==> src/rtl/mem_arb_pkg.sv <==
// -----------------------------------------------------------------------------
// mem_arb_pkg
// Shared definitions for the two-port memory arbiter:
//   arbState_e  - arbiter FSM state (IDLE, BUSY_I, BUSY_D, RESP)
//   ERR_WORD    - word returned to a load/fetch that was aborted by the watchdog
//   STREAK_W    - width of the data-grant streak counter
//   TIMER_W     - width of the watchdog counter
//   isBusy()    - true in either memory-access state
// -----------------------------------------------------------------------------
package mem_arb_pkg;

    typedef enum logic [1:0] {
        IDLE   = 2'd0,
        BUSY_I = 2'd1,
        BUSY_D = 2'd2,
        RESP   = 2'd3
    } arbState_e;

    localparam logic [31:0] ERR_WORD = 32'hDEAD_BEEF;
    localparam int unsigned STREAK_W = 4;
    localparam int unsigned TIMER_W  = 8;

    function automatic logic isBusy(input arbState_e s);
        return (s == BUSY_I) || (s == BUSY_D);
    endfunction

endpackage

==> src/rtl/mem_arb_timer.sv <==
// -----------------------------------------------------------------------------
// mem_arb_timer
// Watchdog for an outstanding memory access. Counts enabled cycles since the
// last clear and flags expiry once LIMIT cycles have elapsed.
//   clk, rst  - clock, asynchronous active-high reset
//   clear     - synchronous clear (held while no access is in flight)
//   enable    - count this cycle (busy and no acknowledge)
//   expired   - count has reached LIMIT
// -----------------------------------------------------------------------------
module mem_arb_timer
    import mem_arb_pkg::*;
#(
    parameter int unsigned LIMIT = 255
) (
    input  logic clk,
    input  logic rst,
    input  logic clear,
    input  logic enable,
    output logic expired
);

    localparam logic [TIMER_W-1:0] LIMIT_V = TIMER_W'(LIMIT);

    logic [TIMER_W-1:0] count;

    always_ff @(posedge clk or posedge rst) begin
        if (rst) begin
            count <= '0;
        end else if (clear) begin
            count <= '0;
        end else if (enable && !expired) begin
            count <= count + 1'b1;
        end
    end

    assign expired = (count == LIMIT_V);

endmodule

==> src/rtl/mem_arbiter.sv <==
// -----------------------------------------------------------------------------
// mem_arbiter
// Arbitrates a fetch port and a data port onto a single-ported memory.
// Data requests win ties until DSTREAK_MAX consecutive data grants have been
// made while a fetch was waiting; the fetch is then granted. Each access runs
// IDLE -> BUSY_x -> RESP -> IDLE, so back-to-back accesses take >= 3 cycles.
// A watchdog aborts an access after ACK_TIMEOUT unacknowledged busy cycles,
// returns ERR_WORD to loads/fetches and sets the sticky bus_err flag.
//
// Ports:
//   clk, rst                      clock, asynchronous active-high reset
//   if_req, if_addr               fetch request (held until if_ready)
//   if_rdata, if_ready            fetched word, one-cycle completion pulse
//   d_req, d_we, d_addr, d_wdata  data request (held until d_ready)
//   d_rdata, d_ready              load data, one-cycle completion pulse
//   mem_en, mem_we, mem_addr,
//   mem_wdata                     memory command, valid for every busy cycle
//   mem_rdata, mem_ack            memory response
//   bus_err                       sticky timeout indication
// -----------------------------------------------------------------------------
module mem_arbiter
    import mem_arb_pkg::*;
#(
    parameter int unsigned DSTREAK_MAX = 4,
    parameter int unsigned ACK_TIMEOUT = 255
) (
    input  logic        clk,
    input  logic        rst,

    input  logic        if_req,
    input  logic [31:0] if_addr,
    output logic [31:0] if_rdata,
    output logic        if_ready,

    input  logic        d_req,
    input  logic        d_we,
    input  logic [31:0] d_addr,
    input  logic [31:0] d_wdata,
    output logic [31:0] d_rdata,
    output logic        d_ready,

    output logic        mem_en,
    output logic        mem_we,
    output logic [31:0] mem_addr,
    output logic [31:0] mem_wdata,
    input  logic [31:0] mem_rdata,
    input  logic        mem_ack,

    output logic        bus_err
);

    localparam logic [STREAK_W-1:0] STREAK_LIMIT = STREAK_W'(DSTREAK_MAX);

    arbState_e           state;
    logic [STREAK_W-1:0] dStreak;
    logic                inBusy;
    logic                timerExpired;

    assign inBusy = isBusy(state);

    // Counter is held clear outside BUSY, so every access starts from zero.
    mem_arb_timer #(
        .LIMIT (ACK_TIMEOUT)
    ) watchdog (
        .clk     (clk),
        .rst     (rst),
        .clear   (!inBusy),
        .enable  (inBusy && !mem_ack),
        .expired (timerExpired)
    );

    always_ff @(posedge clk or posedge rst) begin
        if (rst) begin
            state     <= IDLE;
            dStreak   <= '0;
            mem_en    <= 1'b0;
            mem_we    <= 1'b0;
            mem_addr  <= '0;
            mem_wdata <= '0;
            if_rdata  <= '0;
            d_rdata   <= '0;
            if_ready  <= 1'b0;
            d_ready   <= 1'b0;
            bus_err   <= 1'b0;
        end else begin
            // Ready strobes last exactly the RESP cycle.
            if_ready <= 1'b0;
            d_ready  <= 1'b0;

            case (state)
                IDLE: begin
                    if (d_req && (!if_req || (dStreak < STREAK_LIMIT))) begin
                        state     <= BUSY_D;
                        mem_en    <= 1'b1;
                        mem_we    <= d_we;
                        mem_addr  <= d_addr;
                        mem_wdata <= d_wdata;
                        // Streak only counts grants that made a fetch wait.
                        dStreak   <= if_req ? (dStreak + 1'b1) : '0;
                    end else if (if_req) begin
                        state     <= BUSY_I;
                        mem_en    <= 1'b1;
                        mem_we    <= 1'b0;
                        mem_addr  <= if_addr;
                        mem_wdata <= '0;
                        dStreak   <= '0;
                    end else begin
                        dStreak   <= '0;
                    end
                end

                BUSY_I: begin
                    // An ack arriving on the expiry cycle still counts as success.
                    if (mem_ack || timerExpired) begin
                        state    <= RESP;
                        mem_en   <= 1'b0;
                        mem_we   <= 1'b0;
                        if_ready <= 1'b1;
                        if_rdata <= mem_ack ? mem_rdata : ERR_WORD;
                        if (!mem_ack) begin
                            bus_err <= 1'b1;
                        end
                    end
                end

                BUSY_D: begin
                    if (mem_ack || timerExpired) begin
                        state   <= RESP;
                        mem_en  <= 1'b0;
                        mem_we  <= 1'b0;
                        d_ready <= 1'b1;
                        if (!mem_we) begin
                            d_rdata <= mem_ack ? mem_rdata : ERR_WORD;
                        end
                        if (!mem_ack) begin
                            bus_err <= 1'b1;
                        end
                    end
                end

                RESP: begin
                    state <= IDLE;
                end

                default: begin
                    state <= IDLE;
                end
            endcase
        end
    end

endmodule

==> config.mk <==
export PLATFORM = sky130hd
export DESIGN_NAME = mem_arbiter
export DESIGN_NICKNAME = d
export VERILOG_FILES = /design/src/rtl/mem_arb_pkg.sv /design/src/rtl/mem_arb_timer.sv /design/src/rtl/mem_arbiter.sv
export SDC_FILE = /design/constraint.sdc
export NUM_CORES = 1
export LEC_CHECK = 0
export CAP_MARGIN = 10
export CORE_ASPECT_RATIO = 0.75
export CORE_MARGIN = 2
export CORE_UTILIZATION = 45
export DETAILED_ROUTE_END_ITERATION = 8
export PLACE_DENSITY = 0.85
export SLEW_MARGIN = 20
export SYNTH_ARGS = -nofsm -noshare
export SYNTH_HDL_FRONTEND = slang
export SYNTH_SLANG_ARGS = --single-unit
==> constraint.sdc <==
create_clock -name clk -period 12 [get_ports clk]
set_input_delay 3 -clock clk [delete_from_list [all_inputs] [get_ports clk]]
set_output_delay 3 -clock clk [all_outputs]
set_load 0.1 [all_outputs]
==> results.md <==
- Highest-delay cell along the critical path: clkdlybuf4s50_1
- Worst slew margin relative to its limit: 0.301
- Cell taking the most area after synthesis: dfrtp_1
- Highest attainable clock frequency: between 150 and 200 MHz
- Vias in the first global route: a little over 5,000
- Cell types with the highest counts after synthesis: 147 x dfrtp_1, 135 x nand2_1, 48 x o22a_1, 38 x o21ai_0, 35 x a31oi_1
- IO Pins: roughly 270
- Count of warnings emitted by yosys: 0
- Critical Path Max Stage Delay: 1.17 ns
- Overall die area: 14,200 µm²
- Max-slew violation count: 0
- Final design utilization: 0.715
- Path type of the worst setup path: flip-flop to output pin
- Number of unique standard cell types used by synthesis: 44
- Crit path max fanout: 4
- DRC violation count after routing: 0
- Synthesized flop and latch total: 147
- Post-route worst hold slack: 0.478 ns
- Maximum number of pins on one net before global-route repair: 97
- CTS clock-pin slew for the worst setup and hold paths: around 0.06 ns
- Iteration-0 DRC Markers: between 300 and 400
- Synthesized Nets: 693
- Crit share post-route: 0.418
- Post-DR vias/cell: 5.30
- Gates resized, CTS repair: 0
- CTS Buffer Depth: 2
- Clock tree from TritonCTS: yes
- Required time of the worst setup path: around 9.0 ns
- Proportion of layout cells with a drive suffix above 1: 0.0627
- Class of the tightest hold or removal check: flip-flop to flip-flop
- Starting density of the core: 0.461
- Yosys top cell area share: 0.615
- Top flip-flop cell by instance count after synthesis: dfrtp_1
- Height of the die: approximately 100 µm
- Synth area leaders: dfrtp_1 62%, nand2_1 8.5%, o22a_1 7.0%
- Clock Skews: roughly 0.0057 ns
- Count of flip-flops with a built-in enable after synthesis: 0
- Part of the Yosys area used for sequential elements: 0.615
- Antenna violations before repair: 0
- Unrepaired setup endpoints after global routing: no
- Detailed placer's ending HPWL: 11.6 mm
- Cts bufs inserted: 17
- Hold-fix buffers, CTS: 0
- Mean area per synthesized cell: 10.8 µm²
- Total number of vias: 5,222
- Depth of the CTS H-tree: 4
- Relative area change from synthesis to final layout: 55.0%
- Grt ovf: 0
- Floorplan Core Area: approximately 13,000 µm²
- Average wire per standard cell: around 17 µm
- Final Hold Viols: 0
- Startpoint Class: flip-flop
- First-pass GRT wire length: 26.2 mm
- Proportion of synthesized flip-flops having asynchronous set or reset: 1.00
- Number of rows created at floorplan: 36
- Width of the chip: approximately 140 µm
- Run status: complete, no violations
- Fillers: 898
- Critical path cell sequence: clkdlybuf4s50_1
- Final setup violation count: 0
- Cell at the root of the clock tree: clkbuf_16
- Synthesized area: ~6000 µm²
- Worst Tran Pin Value: 1.04 ns
- Port bufs: 266
- Post-CTS Setup Repair Bufs: 0
- Clock Latency Late Sink: 0.42 ns
- Overall routing resource usage: 0.238
- Final net count: approximately 940
- Count of mapped cells out of synthesis: 552
- Placer Congestion: 0.762
- Number of diodes: 0
- Total of max-cap violations: 0
- Top Family by Delay on Critical Path: buffers and inverters
- Cell with the most instances after synthesis: dfrtp_1
- Final WL: approximately 17 mm
- CTS Sinks: 147
- Total negative setup slack: 0 ns
- Sum of buffers and inverters on the critical path: 1
- Arrival time at the worst endpoint: around 2 ns
- Router iterations before antenna repair: 5
- Final period demand of the worst path: 5.01 ns
- Number of nets with antenna violations after detailed routing: 0
- Crit path capture type: output pin
==> routing by layer <==
layer  global-route usage  share of wire  vias up
li1                     -              -     2430
met1                0.289           0.40     2541
met2                0.391           0.49      217
met3               0.0724          0.079       34
met4                0.102          0.023        0
met5                    0              0        -
==> per-stage QoR <==
stage               instance area (µm²)  instances  worst slack, ns
detailed placement                 8680        954             6.92
finish                             9270        985             6.99
global placement                   8680        954             6.68
floorplan                          5980        552             5.05
CTS                                9270        985             6.97
global route                       9270        985             6.96
==> sequential cells by signal (all words and copies together) (netlist names) <==
signal,cells
d_rdata,32
if_ready,1
d_ready,1
watchdog.count,8
mem_en,1
if_rdata,32
state,2
bus_err,1
dStreak,4
mem_we,1
mem_wdata,32
mem_addr,32
==> worst paths after layout <==
check | start | to | slack (ns) | cells after the start
worst min-delay path | mem_wdata[2] | mem_wdata[2] | 0.48 | 2
worst min register to register | mem_wdata[2] | mem_wdata[2] | 0.48 | 2
worst max-delay path | mem_we | mem_we | 6.99 | 1
max in group asynchronous | rst | mem_addr[23] | 7.62 | 3
worst max register to register | state[0] | mem_wdata[17] | 9.74 | 6
min in group asynchronous | rst | if_rdata[28] | 3.11 | 2
==> kinds of logic after synthesis <==
family | share of synthesized area
xor+xnor | 0.00293
compound gates | 0.183
fa+ha+maj | 0.0146
buf+inv | 0.0395
mux | 0.00691
flops | 0.615
simple gates | 0.138
==> placed cells by master, fill, tap and decap left out, types with 3 or more instances in the layout <==
cell type and count:
dfrtp_1 147, mux2i_1 3, and2_1 4, o21ai_0 38, bufinv_16 3, a31oi_1 35, clkdlybuf4s50_1 266, nand4_1 3
clkbuf_16 17, nand3_1 4, o22a_1 48, inv_1 4, nor2_1 34, buf_4 3, and2_2 3, clkinv_2 6
nand2_1 134, a22o_1 16, ha_1 7
==> worst register-to-register path: cells and delay by family (launching register included) <==
kind	cells	cell delay, ns
AOI/OAI and AO/OA	2	0.40
adders and majority gates	1	0.35
buffers and inverters	2	0.78
DFF	1	0.42
and+or+nand+nor	1	0.20
==> final cells by class <==
class                      count  area [µm²]  share of cell area
inverter                       6        27.5             0.00297
clock inverter                11         135              0.0146
clock buffer                  20         457              0.0493
timing repair buffer         269        2690               0.290
sequential                   147        3680               0.397
tap                          171         214              0.0231
multi-input combinational    361        2070               0.224
Power is left out: the tool's default activity adds up to more than one toggle a clock period on the data nets, which glitch-free logic cannot reach.
